[src/rtl/result_uart_tx_if.sv]
// rtl/result_uart_tx_if.sv - match-result strobe and coordinates feeding the result UART
interface result_uart_tx_if;
   logic       result_valid;
   logic [9:0] x_in;
   logic [8:0] y_in;

   modport master (output result_valid, output x_in, output y_in);
   modport slave  (input  result_valid, input  x_in, input  y_in);
endinterface

[src/rtl/result_uart_tx.sv]
// rtl/result_uart_tx.sv - sends each SAD match (x, y) to the host as "XXXX,YYY\r\n" over 8N1 UART
module result_uart_tx #(
   parameter int CLK_FREQ   = 50000000,
   parameter int BAUD       = 115200,
   parameter int BIT_CYCLES = CLK_FREQ / BAUD
) (
   input  logic             clock,
   input  logic             reset,
   result_uart_tx_if.slave  result,
   output logic             TxD,
   output logic             busy,
   output logic             send_complete,
   output logic             dropped
);

   localparam int             CW        = (BIT_CYCLES > 1) ? $clog2(BIT_CYCLES) : 1;
   localparam logic [CW-1:0]  BAUD_LAST = CW'(BIT_CYCLES - 1);

   typedef enum logic [1:0] {IDLE, CONV, START, SEND} state_t;

   state_t          state;
   logic [25:0]     x_sr;
   logic [21:0]     y_sr;
   logic [3:0]      conv_cnt;
   logic [CW-1:0]   baud_cnt;
   logic [3:0]      bit_idx;
   logic [3:0]      byte_idx;
   logic [7:0]      cur_byte;

   function automatic logic [3:0] adj3(input logic [3:0] d);
      return (d >= 4'd5) ? d + 4'd3 : d;
   endfunction

   // One double-dabble step: correct every BCD digit, then shift the whole register left.
   function automatic logic [25:0] dabble_x(input logic [25:0] s);
      logic [25:0] t;
      t = {adj3(s[25:22]), adj3(s[21:18]), adj3(s[17:14]), adj3(s[13:10]), s[9:0]};
      return t << 1;
   endfunction

   function automatic logic [21:0] dabble_y(input logic [21:0] s);
      logic [21:0] t;
      t = {adj3(s[21:18]), adj3(s[17:14]), adj3(s[13:10]), s[9:0]};
      return t << 1;
   endfunction

   always_comb begin
      cur_byte = 8'h0A;
      case (byte_idx)
         4'd0:    cur_byte = {4'h3, x_sr[25:22]};
         4'd1:    cur_byte = {4'h3, x_sr[21:18]};
         4'd2:    cur_byte = {4'h3, x_sr[17:14]};
         4'd3:    cur_byte = {4'h3, x_sr[13:10]};
         4'd4:    cur_byte = 8'h2C;
         4'd5:    cur_byte = {4'h3, y_sr[21:18]};
         4'd6:    cur_byte = {4'h3, y_sr[17:14]};
         4'd7:    cur_byte = {4'h3, y_sr[13:10]};
         4'd8:    cur_byte = 8'h0D;
         default: cur_byte = 8'h0A;
      endcase
   end

   always_ff @(posedge clock) begin
      if (reset) begin
         state         <= IDLE;
         x_sr          <= '0;
         y_sr          <= '0;
         conv_cnt      <= '0;
         baud_cnt      <= '0;
         bit_idx       <= '0;
         byte_idx      <= '0;
         TxD           <= 1'b1;
         busy          <= 1'b0;
         send_complete <= 1'b0;
         dropped       <= 1'b0;
      end else begin
         send_complete <= 1'b0;
         dropped       <= (state != IDLE) && result.result_valid;
         case (state)
            IDLE: begin
               TxD <= 1'b1;
               if (result.result_valid) begin
                  x_sr     <= {16'd0, result.x_in};
                  y_sr     <= {12'd0, 1'b0, result.y_in};
                  conv_cnt <= '0;
                  busy     <= 1'b1;
                  state    <= CONV;
               end
            end
            CONV: begin
               x_sr <= dabble_x(x_sr);
               y_sr <= dabble_y(y_sr);
               if (conv_cnt == 4'd9) begin
                  state <= START;
               end else begin
                  conv_cnt <= conv_cnt + 4'd1;
               end
            end
            START: begin
               TxD      <= 1'b0;
               baud_cnt <= '0;
               bit_idx  <= '0;
               byte_idx <= '0;
               state    <= SEND;
            end
            SEND: begin
               if (baud_cnt == BAUD_LAST) begin
                  baud_cnt <= '0;
                  if (bit_idx == 4'd9) begin
                     bit_idx <= '0;
                     if (byte_idx == 4'd9) begin
                        byte_idx      <= '0;
                        TxD           <= 1'b1;
                        busy          <= 1'b0;
                        send_complete <= 1'b1;
                        state         <= IDLE;
                     end else begin
                        // Next start bit follows the stop bit with no idle gap.
                        byte_idx <= byte_idx + 4'd1;
                        TxD      <= 1'b0;
                     end
                  end else begin
                     bit_idx <= bit_idx + 4'd1;
                     TxD     <= (bit_idx == 4'd8) ? 1'b1 : cur_byte[bit_idx[2:0]];
                  end
               end else begin
                  baud_cnt <= baud_cnt + 1'b1;
               end
            end
            default: state <= IDLE;
         endcase
      end
   end

endmodule

[src/flat_wrapper.sv]
// flat-port wrapper written by rule: the top's interface ports become plain ports
module result_uart_tx_flat 
#(
   parameter int CLK_FREQ   = 50000000,
   parameter int BAUD       = 115200,
   parameter int BIT_CYCLES = CLK_FREQ / BAUD
)
  (clock, reset, TxD, busy, send_complete, dropped, result_result_valid, result_x_in, result_y_in);
  result_uart_tx_if result_i ();
  input  logic clock;
  input  logic reset;
  output logic TxD;
  output logic busy;
  output logic send_complete;
  output logic dropped;
  input wire logic [$bits(result_i.result_valid)-1:0] result_result_valid;
  input wire logic [$bits(result_i.x_in)-1:0] result_x_in;
  input wire logic [$bits(result_i.y_in)-1:0] result_y_in;
  assign result_i.result_valid = result_result_valid;
  assign result_i.x_in = result_x_in;
  assign result_i.y_in = result_y_in;
  result_uart_tx #(.CLK_FREQ(CLK_FREQ), .BAUD(BAUD), .BIT_CYCLES(BIT_CYCLES)) u_core (.clock(clock), .reset(reset), .result(result_i), .TxD(TxD), .busy(busy), .send_complete(send_complete), .dropped(dropped));
endmodule
[config.mk]
export PLATFORM = sky130hd
export DESIGN_NAME = result_uart_tx_flat
export DESIGN_NICKNAME = d
export VERILOG_FILES = /design/src/rtl/result_uart_tx_if.sv /design/src/rtl/result_uart_tx.sv /design/src/flat_wrapper.sv
export SDC_FILE = /design/constraint.sdc
export NUM_CORES = 1
export LEC_CHECK = 0
export CAP_MARGIN = 15
export CORE_ASPECT_RATIO = 1.4
export CORE_MARGIN = 2
export CORE_UTILIZATION = 35
export DETAILED_ROUTE_END_ITERATION = 10
export SLEW_MARGIN = 20
export SYNTH_ARGS = -nofsm -noshare
export SYNTH_HDL_FRONTEND = slang
export SYNTH_SLANG_ARGS = --single-unit
[constraint.sdc]
create_clock -name clock -period 7.5 [get_ports clock]
set_clock_uncertainty 0.15 [all_clocks]
set_input_delay 0.75 -clock clock [delete_from_list [all_inputs] [get_ports clock]]
set_output_delay 0.75 -clock clock [all_outputs]
set_load 0.01 [all_outputs]
==> results.sh, run 1 <==
export IMPL_run_status="completed"
export IMPL_finalCritPeriodShare_pct=35.5
export IMPL_grt_pass1_vias=3328
export IMPL_num_rows=47
export IMPL_slew_hr_pct=27.3
export IMPL_r2r_cells=6
export IMPL_post_cts_resized=0
export IMPL_clock_tree_from_tritoncts="built"
export IMPL_cts_root_buffer="clkbuf_16"
export IMPL_detailedPlace_worstSlack_ps=4560
export IMPL_timing_final_max_slew_violations=0
export IMPL_area_growth_pct=16.1
export IMPL_synthCells=492
export IMPL_synth_distinct_cells=55
export IMPL_totalPowerFinal_mw=1.43
export IMPL_core_area_um2=11700
export IMPL_power_leakage_nw=1.73
export IMPL_pwr_share_comb_pct=31.0
export IMPL_postCtsSetupRepairBufs=0
export IMPL_final_period_minus_worst_setup_slack_ps=2660
export IMPL_finalSetupViolCount=0
export IMPL_synth_top_cells_by_area="dfxtp_1 (36%), ha_1 (6.6%), nor2_1 (5.9%)"
export IMPL_vdd_ir_drop_worst_v=0.000147
export IMPL_antenna_cells_inserted=0
export IMPL_clkLatencyLatePin_ps=350
export IMPL_htreeDepth=3
export IMPL_grt_util_all_layers_pct=15.6
export IMPL_drc=0
export IMPL_timing_critical_path_required_ps=7600
export IMPL_synth_seq_area_share_pct=36.1
export IMPL_hold_viol_final=0
export IMPL_floorplan_initialDensity_pct=35.6
export IMPL_number_of_fill_cells=1156
export IMPL_async_reset_ff_share_pct=0
export IMPL_cts_reportedPaths_clkPinSlew_ps=70
export IMPL_detailedRoute_firstIterationViolations=234
export IMPL_post_drt_via_cell_ratio=5.54
export IMPL_route_vias_total=3609
export IMPL_worstSetupPathType="register to register"
export IMPL_post_synth_top_area_cell="dfxtp_1"
export IMPL_pwr_share_seq_pct=35.2
export IMPL_dieHeight_um=133
export IMPL_cts_inserted_buffers=9
export IMPL_final_net_count=543
export IMPL_post_synth_instance_area_um2=4160
export IMPL_power_switching_mw=0.501
export IMPL_synth_edf_count=0
export IMPL_fin_ws_ps=4840
export IMPL_yosysWarnings=0
export IMPL_hold_buffers=0
export IMPL_mappedNetlistNets=536
export IMPL_dp_final_hpwl_um=6230
export IMPL_design_portCount=26
export IMPL_critPathArrivalTime_ps=2770
export IMPL_share_clk_of_total_power_pct=33.9
export IMPL_grt_remaining_overflow=0
export IMPL_detail_route_wl_per_cell_um=14.6
export IMPL_crit_path_end_kind="register"
export IMPL_port_buffers=25
export IMPL_timing_hold_worst_path_depth=1
export IMPL_clock_fmax_mhz=375
export IMPL_drt_pre_antenna_iters=5
export IMPL_drive_gt1_share_pct=6.75
export IMPL_power_switching_fraction_pct=35.1
export IMPL_rsz0062_at_grt="false"
export IMPL_power_density_nw_per_um2=295
export IMPL_hold_path_class="register to register"
export IMPL_layout_common_cells="dfxtp_1 (75), nor2_1 (64), a21oi_1 (28), inv_1 (26), nand2_1 (25)"
export IMPL_tightest_slew_ps=1090
export IMPL_finalWirelength_um=9480
export IMPL_gp_routability_congestion=0.824
export IMPL_fin_setup_tns_ps=0
export IMPL_worst_path_max_fanout=9
export IMPL_yosys_area_top_type_share_pct=36.1
export IMPL_max_cap_violations=0
export IMPL_die_w_um=96.2
export IMPL_grt_first_pass_wirelength_um=15900
export IMPL_intPower_mw=0.925
export IMPL_ys_seq_elements=75
export IMPL_antenna_found_initial=0
export IMPL_crit_path_start_kind="register"
export IMPL_synth_top_flop_cell="dfxtp_1"
export IMPL_die_area_um2=12800
export IMPL_clock_path_buffers=2
export IMPL_layout_commonest_cell="dfxtp_1"
export IMPL_routed_antenna_nets=0
export IMPL_mean_instance_size_in_the_synthesized_netlist_um2=8.46
export IMPL_maximum_number_of_pins_on_one_net_before_global_route_repair=77
export IMPL_clock_sink_count=75
-- area by class of cell --
type,count,area (µm²),share of cell area (%)
Tap cell,147,184,3.80
Sequential cell,75,1500,31.1
Clock inverter,7,106,2.20
Inverter,26,97.6,2.02
Clock buffer,9,225,4.66
Timing Repair Buffer,29,275,5.69
Multi-Input combinational cell,358,2440,50.6
-- synthesized netlist by cell type, types with 5 or more instances --
| cell type | number |
|---|---|
| dfxtp_1 | 75 |
| nor2_1 | 65 |
| clkbuf_1 | 31 |
| a21oi_1 | 28 |
| inv_1 | 26 |
| nand2_1 | 25 |
| mux2i_1 | 24 |
| ha_1 | 22 |
| a211oi_1 | 21 |
| o21ai_0 | 18 |
| a22oi_1 | 14 |
| xnor2_1 | 14 |
| nand2b_1 | 13 |
| a32oi_1 | 11 |
| nor3_1 | 10 |
| nand3b_1 | 8 |
| o31ai_1 | 7 |
| a21o_1 | 5 |
| and3_1 | 5 |
| nand3_1 | 5 |
| o211ai_1 | 5 |
-- path summary, 6_finish.rpt --
check,start,slack [ps],end
max reg2reg,u_core.state[1]$_SDFFE_PP0P_,4840,u_core.byte_idx[3]$_SDFFE_PP0P_
min,u_core.baud_cnt[8]$_SDFFE_PP0P_,340,u_core.baud_cnt[8]$_SDFFE_PP0P_
max,u_core.state[1]$_SDFFE_PP0P_,4840,u_core.byte_idx[3]$_SDFFE_PP0P_
min reg2reg,u_core.baud_cnt[8]$_SDFFE_PP0P_,340,u_core.baud_cnt[8]$_SDFFE_PP0P_
-- sequential cells by signal, summed over array words and instances (netlist names), 2 cells and up --
| register | flops |
|---|---|
| u_core.byte_idx | 4 |
| u_core.bit_idx | 4 |
| u_core.x_sr | 26 |
| u_core.baud_cnt | 9 |
| u_core.conv_cnt | 4 |
| u_core.state | 2 |
| u_core.y_sr | 22 |
-- kinds of logic (layout without fill, tap and decap cells) --
group,Yosys count,count (layout),share of synthesized area (%)
AND/OR/NAND/NOR,160,160,19.5
multiplexers,27,27,6.85
flip-flops,75,75,36.1
buffers and inverters,59,71,5.35
adder cells (fa/ha/maj),22,22,6.61
AO/OA/AOI/OAI,131,131,21.8
XOR/XNOR,18,18,3.79
-- per-stage QoR --
step | hold WS (ps) | cell area [µm²] | utilization [%] | std cells
detailed placement | 328 | 4500 | 38.5 | 635
floorplan | 300 | 4160 | - | 492
global route | 375 | 4830 | 41.3 | 651
finish | 341 | 4830 | 41.3 | 651
global placement | 319 | 4500 | 38.5 | 635
CTS | 345 | 4830 | 41.3 | 651
-- critical path, cell delays in order (launching register included) --
cell      delay [ps]
dfxtp_1          380
ha_1             360
inv_1            210
or3_1            500
o21ai_0          620
a311oi_1         210
o32ai_1          140
-- layer usage --
metal	vias up	global-route usage (%)	wire length, µm
li1	1799	-	-
met5	-	0	0
met4	0	7.78	254
met3	20	3.02	297
met2	72	24.5	4750
met1	1718	20.0	4170
-- power by group through the flow --
stage | registers (mW) | clock network [mW] | logic [mW]
finish | 0.502 | 0.483 | 0.442
global route | 0.511 | 0.509 | 0.496
CTS | 0.503 | 0.494 | 0.445
detailed placement | 0.511 | 0 | 0.442
global placement | 0.508 | 0 | 0.432
floorplan | 0.503 | 0 | 0.333
No activity file was read; power rests on OpenSTA's default activity.
==> inputs of run 2 (changes only) <==
clock period = 2.3 ns   (was 7.5 ns; I/O delays follow)
==> run 2 against run 1 <==
Highest routed layer unchanged. Critical path type unchanged. Largest power group unchanged. Core utilization up 1.7 points. Maximum frequency up 17%. Sequential share of layout area down 1.2 points. Power rose to 3.2 times the previous value.
==> results.sh, run 2 (synthesis results as in run 1) <==
export IMPL_die_area_um2=12800
export IMPL_worst_path_max_fanout=5
export IMPL_routed_antenna_nets=0
export IMPL_detailedRoute_firstIterationViolations=203
export IMPL_global_route_peak_usage_layer="met2"
export IMPL_slew_hr_pct=70.1
export IMPL_power_leakage_nw=1.86
export IMPL_crit_family="simple AND/OR/NAND/NOR gates"
export IMPL_power_switching_fraction_pct=35.1
export IMPL_crit_path_max_incr_delay_ps=550
export IMPL_floorplan_initialDensity_pct=35.6
export IMPL_max_cap_violations=0
export IMPL_pwr_share_seq_pct=35.9
export IMPL_routing_usage_on_met1_pct=19.3
export IMPL_power_density_nw_per_um2=908
export IMPL_layout_commonest_cell="dfxtp_1"
export IMPL_dp_final_hpwl_um=7290
export IMPL_die_w_um=96.2
export IMPL_timing_hold_worst_path_depth=2
export IMPL_finalSetupViolCount=0
export IMPL_crit_path_start_kind="register"
export IMPL_critPathArrivalTime_ps=2380
export IMPL_crit_path_end="u_core.state[0]$_SDFFE_PP0P_"
export IMPL_rsz0062_at_grt="true"
export IMPL_area_growth_pct=20.9
export IMPL_timing_rr_start="u_core.baud_cnt[3]$_SDFFE_PP0P_"
export IMPL_detailedPlace_worstSlack_ps=-28.1
export IMPL_port_buffers=25
export IMPL_cts_reportedPaths_clkPinSlew_ps=60
export IMPL_grt_util_all_layers_pct=16.7
export IMPL_critPathSlowestCell="or4b_4"
export IMPL_largest_registers="u_core.x_sr: 26 flops, u_core.y_sr: 22 flops, u_core.baud_cnt: 9 flops"
export IMPL_vdd_ir_drop_worst_v=0.000572
export IMPL_finalWirelength_um=9980
export IMPL_gr_usage_met3_pct=3.25
export IMPL_antenna_cells_inserted=0
export IMPL_hold_path_class="primary input to register"
export IMPL_cts_inserted_buffers=9
export IMPL_share_clk_of_total_power_pct=30.5
export IMPL_final_period_minus_worst_setup_slack_ps=2280
export IMPL_run_status="completed"
export IMPL_htreeDepth=3
export IMPL_gp_routability_congestion=0.843
export IMPL_pwr_share_comb_pct=33.5
export IMPL_largest_reg_flops=26
export IMPL_clock_fmax_mhz=439
export IMPL_regToRegEndpoint="u_core.state[0]$_SDFFE_PP0P_"
export IMPL_ff2ff_setup_slack_ps=20
export IMPL_detail_route_wl_per_cell_um=14.7
export IMPL_drc=0
export IMPL_tightest_slew_ps=448
export IMPL_post_drt_via_cell_ratio=5.43
export IMPL_power_switching_mw=1.60
export IMPL_r2r_cells=4
export IMPL_timing_final_max_slew_violations=0
export IMPL_critical_path_n_buffers_inverters=0
export IMPL_grt_remaining_overflow=0
export IMPL_route_vias_total=3682
export IMPL_path_depth=4
export IMPL_hold_viol_final=0
export IMPL_finalCritPeriodShare_pct=99.1
export IMPL_postCtsSetupRepairBufs=0
export IMPL_worstPathCellList="or4b_4 > or4_4 > a221o_1 > a211oi_1"
export IMPL_grt_use_met2_pct=28.8
export IMPL_core_area_um2=11700
export IMPL_largest_register="u_core.x_sr"
export IMPL_totalPowerFinal_mw=4.57
export IMPL_grt_pass1_vias=3663
export IMPL_clock_tree_from_tritoncts="built"
export IMPL_dieHeight_um=133
export IMPL_antenna_found_initial=0
export IMPL_clock_path_buffers=2
export IMPL_design_portCount=26
export IMPL_drt_pre_antenna_iters=4
export IMPL_drive_gt1_share_pct=12.4
export IMPL_crit_path_end_kind="register"
export IMPL_num_rows=47
export IMPL_timing_critical_path_required_ps=2400
export IMPL_maximum_number_of_pins_on_one_net_before_global_route_repair=35
export IMPL_fin_ws_ps=20.0
export IMPL_final_net_count=571
export IMPL_layout_common_cells="dfxtp_1 (73), nor2_1 (64), buf_4 (31), a21oi_1 (28), inv_1 (26)"
export IMPL_worstSetupPathType="register to register"
export IMPL_cts_root_buffer="clkbuf_16"
export IMPL_clock_sink_count=75
export IMPL_cp_startpoint="u_core.baud_cnt[3]$_SDFFE_PP0P_"
export IMPL_intPower_mw=2.97
export IMPL_hold_buffers=0
export IMPL_grt_first_pass_wirelength_um=17000
export IMPL_clkLatencyLatePin_ps=340
run 2: cell types whose count changed in the layout (fill, tap and decap cells not counted), moves of 2 or more:
cell	previous run	this run
dfxtp_2	0	2
buf_4	4	31
clkinv_2	0	2
dfxtp_1	75	73
inv_6	3	1
run 2: worst min-delay path by stage:
| stage | startpoint | end | slack (ps) |
|---|---|---|---|
| 4_1_cts | reset | u_core.y_sr[19]$_SDFFE_PP0P_ | 170 |
| 6_report | reset | u_core.y_sr[19]$_SDFFE_PP0P_ | 170 |
| 5_1_grt | reset | u_core.y_sr[19]$_SDFFE_PP0P_ | 210 |
| 3_3_place_gp | u_core.baud_cnt[3]$_SDFFE_PP0P_ | u_core.baud_cnt[3]$_SDFFE_PP0P_ | 310 |
| 3_5_place_dp | u_core.baud_cnt[3]$_SDFFE_PP0P_ | u_core.baud_cnt[3]$_SDFFE_PP0P_ | 330 |
| 2_1_floorplan | result_x_in[0] | u_core.x_sr[0]$_SDFFE_PP0P_ | 230 |
run 2: final cells by class:
type                            instances  area [µm²]
Sequential cell                        75        1500
Inverter                               26        97.6
Clock inverter                          6        66.3
Clock buffer                            9         225
Timing Repair Buffer                   57         498
Fill cell                            1146        6670
Tap cell                              147         184
Multi-Input combinational cell        358        2460
run 2: repair_timing:
action                                 4_1_cts  5_1_grt
setup endpoints to repair                    2        5
pin swaps                                    1        5
endpoints found under the hold margin        0        0
resized for setup                            1        4
run 2: power groups by stage:
| stage | clock network (mW) | logic (mW) | registers, mW |
|---|---|---|---|
| final | 1.40 | 1.53 | 1.64 |
| after global routing | 1.48 | 1.71 | 1.67 |
| after CTS | 1.43 | 1.54 | 1.65 |
| after detailed placement | 0 | 1.53 | 1.67 |
| after global placement | 0 | 1.50 | 1.66 |
| after floorplan | 0 | 1.09 | 1.64 |
run 2: metrics by stage:
stage	setup TNS (ps)	hold WS (ps)	instance area, µm²	cells	util [%]
final	0	168	5030	678	43.0
after global routing	-78.2	206	5030	678	43.0
after CTS	0	165	5020	678	42.9
after detailed placement	-47.3	329	4730	663	40.4
after global placement	-10.3	305	4730	663	40.4
after floorplan	0	228	4170	492	-
run 2: per-layer routing:
layer	part of all wire (%)	routed length, µm
met1	43	4280
met2	53	5250
met3	2.2	219
met4	2.3	229
met5	0	0
==> inputs of run 3 (changes only) <==
CELL_PAD_IN_SITES_DETAIL_PLACEMENT = 1   (was default)
CELL_PAD_IN_SITES_GLOBAL_PLACEMENT = 1   (was default)
PLACE_DENSITY_LB_ADDON = 0.1   (was default)
==> run 3 against run 2 <==
The run now ends with setup timing left. Maximum frequency is 1.2% lower. Count of clock-buffer cells in the layout is 4 higher. Flip-flop and latch count stayed put. Register-to-register slack worse by 30 ps. First-iteration DRC count is 43% lower. Clock power hardly changed. Critical endpoint unchanged. Non-clock buffer count is 3 higher. Largest power group unchanged.
==> results.sh, run 3 (synthesis results as in run 1) <==
export IMPL_run_status="complete, but fails checks"
export IMPL_violations_in_the_final_reports="setup timing"
export IMPL_worst_path_max_fanout=5
export IMPL_antenna_found_initial=0
export IMPL_final_period_minus_worst_setup_slack_ps=2310
export IMPL_post_drt_via_cell_ratio=5.52
export IMPL_ff2ff_setup_slack_ps=-7
export IMPL_num_rows=47
export IMPL_finalWirelength_um=11300
export IMPL_r2r_cells=5
export IMPL_die_w_um=96.2
export IMPL_finalSetupViolCount=1
export IMPL_hold_path_class="primary input to register"
export IMPL_drt_pre_antenna_iters=4
export IMPL_layout_common_cells="dfxtp_1 (71), nor2_1 (64), buf_4 (33), a21oi_1 (28), inv_1 (26)"
export IMPL_dieHeight_um=133
export IMPL_grt_first_pass_wirelength_um=19000
export IMPL_area_growth_pct=22.0
export IMPL_power_density_nw_per_um2=921
export IMPL_design_portCount=26
export IMPL_drc=0
export IMPL_htreeDepth=3
export IMPL_dr_wl_met3_um=199
export IMPL_hold_viol_final=0
export IMPL_m1WireLength_um=5030
export IMPL_met2_length_um=5930
export IMPL_gp_routability_congestion=0.834
export IMPL_floorplan_initialDensity_pct=35.6
export IMPL_vdd_ir_drop_worst_v=0.000423
export IMPL_grt_remaining_overflow=0
export IMPL_clock_path_buffers=2
export IMPL_timing_critical_path_required_ps=2360
export IMPL_cts_root_buffer="clkbuf_16"
export IMPL_grt_util_all_layers_pct=18.8
export IMPL_cts_reportedPaths_clkPinSlew_ps=60
export IMPL_largest_reg_flops=26
export IMPL_largest_registers="u_core.x_sr: 26 flops, u_core.y_sr: 22 flops, u_core.baud_cnt: 9 flops"
export IMPL_final_cell_count_no_fill=682
export IMPL_critPathArrivalTime_ps=2370
export IMPL_slew_hr_pct=48.4
export IMPL_route_vias_total=3766
export IMPL_die_area_um2=12800
export IMPL_finalCritPeriodShare_pct=100
export IMPL_max_cap_violations=0
export IMPL_worstSetupPathType="register to register"
export IMPL_clkLatencyLatePin_ps=330
export IMPL_port_buffers=25
export IMPL_drive_gt1_share_pct=13.3
export IMPL_crit_path_end_kind="register"
export IMPL_crit_path_start_kind="register"
export IMPL_core_area_um2=11700
export IMPL_dp_final_hpwl_um=8130
export IMPL_clock_fmax_mhz=434
export IMPL_detail_route_wl_per_cell_um=16.6
export IMPL_grt_pass1_vias=3899
export IMPL_power_leakage_nw=1.88
export IMPL_fin_ws_ps=-6.74
export IMPL_dp_cells=666
export IMPL_largest_register="u_core.x_sr"
export IMPL_antenna_cells_inserted=0
export IMPL_tightest_slew_ps=774
export IMPL_maxUsedRoutingLayer="met4"
export IMPL_final_net_count=574
export IMPL_layout_commonest_cell="dfxtp_1"
export IMPL_detailedRoute_firstIterationViolations=116
export IMPL_regToRegEndpoint="u_core.state[0]$_SDFFE_PP0P_"
export IMPL_cp_startpoint="u_core.baud_cnt[7]$_SDFFE_PP0P_"
export IMPL_timing_final_max_slew_violations=0
export IMPL_cts_inserted_buffers=9
export IMPL_timing_rr_start="u_core.baud_cnt[7]$_SDFFE_PP0P_"
export IMPL_clock_tree_from_tritoncts="built"
export IMPL_crit_path_end="u_core.state[0]$_SDFFE_PP0P_"
export IMPL_hold_buffers=0
export IMPL_fin_setup_tns_ps=-6.74
export IMPL_clock_sink_count=75
export IMPL_maximum_number_of_pins_on_one_net_before_global_route_repair=36
export IMPL_rsz0062_at_grt="true"
export IMPL_routed_antenna_nets=0
-- run 3: cell types whose count changed in the layout (fill, tap and decap cells not counted), moves of 2 or more --
cell and change:
buf_4 +2, dfxtp_1 -2, clkbuf_1 +3, dfxtp_2 +2, clkinv_4 -2, clkinv_2 -2
-- run 3: cell type report --
class	count	area [µm²]
sequential	75	1510
inverter	26	97.6
clock buffer	13	250
tap	147	184
clock inverter	3	46.3
fill	1381	6620
timing repair buffer	60	524
multi-input combinational	358	2470
-- run 3: worst min path at each step --
stage | start | to | slack (ps) | depth (start not counted)
after detailed placement | u_core.x_sr[9]$_SDFFE_PP0P_ | u_core.x_sr[10]$_SDFFE_PP0P_ | 340 | 2
after CTS | reset | u_core.baud_cnt[5]$_SDFFE_PP0P_ | 320 | 2
after global routing | reset | u_core.x_sr[25]$_SDFFE_PP0P_ | 350 | 2
after global placement | u_core.x_sr[9]$_SDFFE_PP0P_ | u_core.x_sr[10]$_SDFFE_PP0P_ | 330 | 2
after floorplan | result_x_in[0] | u_core.x_sr[0]$_SDFFE_PP0P_ | 230 | 2
final | reset | u_core.baud_cnt[5]$_SDFFE_PP0P_ | 310 | 2
-- run 3: where the power goes --
part           switching (mW)  total, mW  internal (mW)
clock                   0.554       1.43          0.876
combinational           0.979       1.61          0.628
sequential              0.124       1.64           1.52
-- run 3: layer usage --
metal / track usage (%) / up-vias
met5: 0 / -
met4: 5.48 / 0
met3: 2.73 / 8
met2: 33.4 / 38
met1: 22.9 / 1868
li1: - / 1852
-- run 3: critical path, stage by stage (launching register included) --
cell	delay, ps
dfxtp_2	370
or4b_4	480
or4_4	550
a221o_1	400
nor3_2	160
a211oi_2	70
-- run 3: what timing repair did --
item / CTS / global route
setup endpoints to repair: 3 / 10
resized for setup: 3 / 6
hold endpoints to repair: 0 / 0
pin swaps: 1 / 2
setup buffers: 0 / 0
cloned: 0 / 0
-- run 3: per-stage QoR --
step	cell area, µm²	power [mW]	hold slack, ps	setup WS (ps)	util, %
5_1_grt	5080	5.01	349	-63.6	43.4
3_5_place_dp	4750	3.28	340	-53.4	40.6
3_3_place_gp	4750	3.23	332	-17.8	40.6
4_1_cts	5060	4.74	316	-2.95	43.2
6_report	5080	4.68	315	-6.74	43.4
2_1_floorplan	4170	2.73	228	30.6	-
